==> src/rtl/memclr_pkg.sv <==
// rtl/memclr_pkg.sv - shared state type and counter sizing for the reset sequencer
package memclr_pkg;

  typedef enum logic [1:0] {HOLD, CLEAR, IDLE, SOFT} memclr_state_t;

  // Bits needed to count 0..n-1; never narrower than one bit.
  function automatic int cnt_width(input int n);
    return (n <= 1) ? 1 : $clog2(n);
  endfunction

endpackage

==> src/rtl/memclr_sync.sv <==
// rtl/memclr_sync.sv - W-wide two-flop synchroniser for asynchronous hard-reset requests
module memclr_sync #(
  parameter int W = 4
) (
  input  logic         clk_sys,
  input  logic         reset_n,
  input  logic [W-1:0] d,
  output logic [W-1:0] q
);

  logic [W-1:0] meta;

  always_ff @(posedge clk_sys or negedge reset_n) begin
    if (!reset_n) begin
      meta <= '0;
      q    <= '0;
    end else begin
      meta <= d;
      q    <= meta;
    end
  end

endmodule

==> src/rtl/memclr_reset_seq.sv <==
// rtl/memclr_reset_seq.sv - reset sequencer: stretched hard reset, RAM fill sweep, soft-reset pulses
// Optional MEMCLR_RANGE_EN adds clr_start/clr_end to restrict the sweep to an address window.
module memclr_reset_seq
  import memclr_pkg::*;
#(
  parameter int                ADDR_W   = 21,
  parameter int                DATA_W   = 8,
  parameter logic [DATA_W-1:0] FILL     = '1,
  parameter int                NUM_SRC  = 4,
  parameter int                STRETCH  = 16,
  parameter int                SOFT_LEN = 8
) (
  input  logic               clk_sys,
  input  logic               reset_n,
  input  logic [NUM_SRC-1:0] hard_req,
  input  logic               soft_req,
  input  logic               mem_ready,
`ifdef MEMCLR_RANGE_EN
  input  logic [ADDR_W-1:0]  clr_start,
  input  logic [ADDR_W-1:0]  clr_end,
`endif
  output logic               hard_reset,
  output logic               soft_reset,
  output logic               clr_we,
  output logic [ADDR_W-1:0]  clr_addr,
  output logic [DATA_W-1:0]  clr_data,
  output logic               clr_busy,
  output logic               clr_done
);

  localparam int CNT_W = cnt_width((STRETCH > SOFT_LEN) ? STRETCH : SOFT_LEN);
  localparam logic [CNT_W-1:0] STRETCH_LAST = CNT_W'(STRETCH - 1);
  localparam logic [CNT_W-1:0] SOFT_LAST    = CNT_W'(SOFT_LEN - 1);

  logic [NUM_SRC-1:0] req_sync;
  logic               req_any;

  memclr_sync #(.W(NUM_SRC)) u_sync (
    .clk_sys (clk_sys),
    .reset_n (reset_n),
    .d       (hard_req),
    .q       (req_sync)
  );

  assign req_any = |req_sync;

  memclr_state_t     state_q, state_d;
  logic [CNT_W-1:0]  cnt_q, cnt_d;
  logic [ADDR_W-1:0] addr_q, addr_d;
  logic              done_q, done_d;
  logic [ADDR_W-1:0] first_addr, last_addr;

`ifdef MEMCLR_RANGE_EN
  logic [ADDR_W-1:0] last_q, last_d;
  assign first_addr = clr_start;
  assign last_addr  = last_q;
`else
  assign first_addr = '0;
  assign last_addr  = '1;
`endif

  always_ff @(posedge clk_sys or negedge reset_n) begin
    if (!reset_n) begin
      state_q <= HOLD;
      cnt_q   <= '0;
      addr_q  <= '0;
      done_q  <= 1'b0;
`ifdef MEMCLR_RANGE_EN
      last_q  <= '1;
`endif
    end else begin
      state_q <= state_d;
      cnt_q   <= cnt_d;
      addr_q  <= addr_d;
      done_q  <= done_d;
`ifdef MEMCLR_RANGE_EN
      last_q  <= last_d;
`endif
    end
  end

  always_comb begin
    state_d = state_q;
    cnt_d   = cnt_q;
    addr_d  = addr_q;
    done_d  = 1'b0;
`ifdef MEMCLR_RANGE_EN
    last_d  = last_q;
`endif
    case (state_q)
      HOLD: begin
        if (req_any) begin
          cnt_d = '0;
        end else if (cnt_q == STRETCH_LAST) begin
          state_d = CLEAR;
          cnt_d   = '0;
          addr_d  = first_addr;
`ifdef MEMCLR_RANGE_EN
          // An inverted window collapses to a single write at the start address.
          last_d  = (clr_end < clr_start) ? clr_start : clr_end;
`endif
        end else begin
          cnt_d = cnt_q + CNT_W'(1);
        end
      end
      CLEAR: begin
        if (req_any) begin
          state_d = HOLD;
          cnt_d   = '0;
          addr_d  = '0;
        end else if (mem_ready) begin
          if (addr_q == last_addr) begin
            state_d = IDLE;
            addr_d  = '0;
            done_d  = 1'b1;
          end else begin
            addr_d = addr_q + ADDR_W'(1);
          end
        end
      end
      IDLE: begin
        if (req_any) begin
          state_d = HOLD;
          cnt_d   = '0;
        end else if (soft_req) begin
          state_d = SOFT;
          cnt_d   = '0;
        end
      end
      SOFT: begin
        if (req_any) begin
          state_d = HOLD;
          cnt_d   = '0;
        end else if (soft_req) begin
          cnt_d = '0;
        end else if (cnt_q == SOFT_LAST) begin
          state_d = IDLE;
          cnt_d   = '0;
        end else begin
          cnt_d = cnt_q + CNT_W'(1);
        end
      end
      default: begin
        state_d = HOLD;
        cnt_d   = '0;
        addr_d  = '0;
      end
    endcase
  end

  // req_any is a flop output, so gating with it aborts the write/pulse in the request cycle itself.
  assign hard_reset = (state_q == HOLD) || (state_q == CLEAR);
  assign clr_busy   = (state_q == CLEAR);
  assign clr_we     = (state_q == CLEAR) && !req_any;
  assign soft_reset = (state_q == SOFT) && !req_any;
  assign clr_addr   = addr_q;
  assign clr_data   = clr_we ? FILL : '0;
  assign clr_done   = done_q;

endmodule

==> config.mk <==
export PLATFORM = sky130hd
export DESIGN_NAME = memclr_reset_seq
export DESIGN_NICKNAME = d
export VERILOG_FILES = /design/src/rtl/memclr_pkg.sv /design/src/rtl/memclr_sync.sv /design/src/rtl/memclr_reset_seq.sv
export SDC_FILE = /design/constraint.sdc
export NUM_CORES = 1
export LEC_CHECK = 0
export CAP_MARGIN = 15
export CORE_MARGIN = 5
export CORE_UTILIZATION = 30
export DETAILED_ROUTE_END_ITERATION = 12
export PLACE_DENSITY = 0.56
export SETUP_SLACK_MARGIN = 0.05
export SYNTH_ARGS = -nofsm -noshare
export SYNTH_HDL_FRONTEND = slang
export SYNTH_SLANG_ARGS = --single-unit
==> constraint.sdc <==
create_clock -name clk_sys -period 3.25 [get_ports clk_sys]
set_clock_uncertainty 0.05 [all_clocks]
set_input_delay 0.4875 -clock clk_sys [delete_from_list [all_inputs] [get_ports clk_sys]]
set_output_delay 0.4875 -clock clk_sys [all_outputs]
set_load 0.01 [all_outputs]
==> flow_metrics.py <==
metrics = {
    "critical_path": {
        "arrival_ns": 2.28,
        "path_buf_inv": 2,
        "critPathMaxFanout": 11,
        "worstReg2RegStart": "clr_addr[0]$_DFFE_PN0P_",
        "cp-startpoint": "u_sync.q[1]$_DFF_PN0_",
        "path_cells": "nor4_1 -> nand2_1 -> inv_1 -> clkdlybuf4s50_1",
        "cp.required_ns": 2.71,
        "cp-start-kind": "register",
        "cpPeakStageDelay_ns": 0.62,
        "critPathSlowestCell": "clkdlybuf4s50_1",
        "cpLargestDelayFamily": "buffers and inverters",
        "crit_path_end_kind": "output port",
        "critPathKind": "reg2out",
    },
    "clocking": {
        "worstSkewPairLatency_ns": 0.29,
        "cts_tree": "yes",
        "h-tree-depth": 2,
        "clkSinkCount": 36,
        "hold_buffers": 0,
        "cts.path.max_buffers": 2,
        "cts_buffers": 5,
        "post_cts_buffers": 0,
        "clkTransAtPathRegs_ns": 0.07,
        "ctsResizeCount": 0,
        "root_buffer": "clkbuf_8",
    },
    "hold_path": {
        "min_from": "u_sync.meta[0]$_DFF_PN0_",
        "holdCritPathClass": "reg2reg",
    },
    "grt": {
        "overflow": 0,
        "antenna_found_initial": 0,
        "grt_usage_pct": 12.88,
        "grt_pass1_wl_mm": 7.997,
        "grt_pass1_vias": 1652,
        "grt_max_degree": 37,
    },
    "floorplanning": {
        "ios": 42,
        "core_um2": 6277,
        "die_width_um": 89.65,
        "start_util_pct": 30.32,
        "dieArea_um2": 8036,
        "fp-row-count": 29,
        "die_h_um": 89.65,
    },
    "cells_and_area": {
        "layout.nets": 250,
        "final-seq-area_um2": 900.9,
        "fillCellCount": 635,
        "multi_input_area_um2": 887.1,
        "num_antenna_cells": 0,
        "syn2layout_area_growth_pct": 29.39,
        "drive_gt1_share_pct": 6.639,
    },
    "drt": {
        "vias": 1663,
        "firstDrtPassIters": 4,
        "ant_nets": 0,
        "wl_per_cell_um": 14.31,
        "drt_wl_total_mm": 4.552,
        "drc": 0,
        "drt_iter0_drc": 54,
        "viasPerCell": 5.230,
    },
    "timing": {
        "fin_crit_ns": 2.813,
        "finalSetupViolCount": 0,
        "tightest_slew_ns": 0.5808,
        "fmax_mhz": 355.5,
        "slew_viol_final": 0,
        "final.setup.tns_ns": 0,
        "slew_headroom_pct": 61.24,
        "fin_crit_sh_pct": 86.54,
        "rsz0062_at_grt": "false",
        "hold_violations": 0,
        "whs_ns": 0.3003,
    },
    "synth": {
        "avgSynthCellArea_um2": 9.421,
        "yosysSeqAreaShare_pct": 47.34,
        "synthesis.area_um2": 1903,
        "syn_inst": 202,
        "ys_types": 40,
        "syn_nets": 212,
        "synth_seq_cells": 36,
        "yosysWarnings": 0,
    },
    "placed_design": {
        "portBuffers": 41,
        "gp_congestion": 0.7727,
        "hpwl_mm": 3.211,
    },
    "power_and_ir_drop": {
        "p_per_area_nw_per_um2": 362.2,
        "ir_drop_mv": 0.1306,
        "p_leak_uw": 0.0009749,
    },
    "run": {
        "cap_violations": 0,
    },
    "run_status": {
        "status": "finished clean",
    },
}
[stage by stage]
step                area (um^2)  total power [uW]  setup slack (ns)  instances  util (%)
global route               2462             938.4            0.2061        318     39.23
detailed placement         2351             508.2            0.5047        310     37.45
finish                     2462             891.8            0.4374        318     39.23
global placement           2351             508.1            0.5806        310     37.45
CTS                        2462             913.7            0.3764        318     39.23
floorplan                  1903             479.2            0.8199        202         -
[path summary, 6_finish.rpt]
kind	end	slack, ns	cells past startpoint
hold reg to reg	u_sync.q[0]$_DFF_PN0_	0.30	0
setup reg to reg	clr_addr[2]$_DFFE_PN0P_	0.48	7
hold / removal	u_sync.q[0]$_DFF_PN0_	0.30	0
max in group asynchronous	clr_addr[7]$_DFFE_PN0P_	2.26	2
min in group asynchronous	cnt_q[2]$_DFFE_PN0P_	0.56	2
setup / recovery	clr_data[0]	0.44	4
[layer usage]
metal	global-route usage (%)	up-vias	share of wire [%]
li1	-	813	-
met1	17.54	797	48
met2	19.61	47	45
met3	2.828	6	5.5
met4	5.683	0	1.9
met5	0	-	0
[report_power, final]
part / switching (uW) / leakage (uW) / total (uW) / internal (uW)
combinational: 16.9 / 0.000481 / 35.0 / 18.1
clock: 167 / 0.0000541 / 394 / 227
sequential: 7.13 / 0.000440 / 463 / 456
total: 191 / 0.000975 / 892 / 701
[cell families after synthesis]
group / synth area share (%)
AO/OA/AOI/OAI: 21.43
adder cells (fa/ha/maj): 1.315
buffers and inverters: 6.049
flip-flops: 47.34
multiplexers: 1.052
AND/OR/NAND/NOR: 22.81
[worst register-to-register path, cell delays in order, from the launching register on]
cell and delay (ns):
dfrtp_1 0.43, ha_1 0.27, nand2_1 0.10, or4_1 0.71, o31ai_4 0.44, buf_4 0.25
nand2b_1 0.28, o21ai_0 0.13
[cell type report]
| class | count | share of cell area, % |
|---|---|---|
| Clock inverter | 3 | 1.728 |
| Tap cell | 77 | 3.913 |
| Inverter | 5 | 0.7622 |
| Sequential cell | 36 | 36.59 |
| Timing Repair Buffer | 46 | 18.19 |
| Clock buffer | 5 | 2.795 |
| Multi-Input combinational cell | 146 | 36.03 |
[Yosys cell counts]
cell type  number  area [um^2]
buf_2           2        10.01
nor2_1          8        30.03
o31ai_4         1        21.27
and3_1          4        25.02
o21ai_1         3        15.01
nor3_1          9        45.04
clkbuf_1        3        11.26
nor2_2          1        6.260
mux2i_1         2        20.02
and4_1          2        17.52
inv_1           5        18.77
a31oi_1         1        6.260
nand3_1         9        45.04
and2_1          4        25.02
nor4_1          6        37.54
nor2b_1         6        37.54
o31ai_1         4        30.03
or4_1           3        22.52
buf_6           1        11.26
buf_4           8        60.06
a211oi_1        1        7.510
ha_1            2        25.02
nand3_2         1        10.01
a21oi_1         6        30.03
o22ai_1         1        6.260
nor3b_1         1        7.510
dfrtp_1        36        900.9
and3b_1         1        8.760
o21ai_0        21        105.1
nand2_1        21        78.83
a2bb2oi_1       2        17.52
o21a_1          2        15.01
a2111oi_0       1        8.760
o41ai_1         1        8.760
nand2b_1        4        25.02
o2bb2ai_1       3        26.28
a22o_1         10        87.58
a21o_1          3        22.52
buf_1           1        3.750
nand4_1         2        12.51
[state kept, by name, indices dropped and copies added (netlist names)]
signal / flops
state_q: 2
u_sync.meta: 4
u_sync.q: 4
clr_addr: 21
cnt_q: 4
clr_done: 1
[cell usage in the layout (no fill, tap or decap), types with 3 or more instances in the layout]
cell type / synthesis / routed
or4_1: 3 / 3
nor2_1: 8 / 8
nor4_1: 6 / 6
a21o_1: 3 / 3
clkdlybuf4s50_1: 0 / 41
and2_1: 4 / 4
inv_1: 5 / 5
a22o_1: 10 / 10
clkbuf_8: 0 / 5
nor2b_1: 6 / 6
o31ai_1: 4 / 4
nand2b_1: 4 / 4
nand2_1: 21 / 21
dfrtp_1: 36 / 36
and3_1: 4 / 4
nand3_1: 9 / 9
a21oi_1: 6 / 6
o21ai_1: 3 / 3
o21ai_0: 21 / 21
buf_4: 8 / 5
nor3_1: 9 / 9
o2bb2ai_1: 3 / 3
No activity file was read; power rests on OpenSTA's default activity.
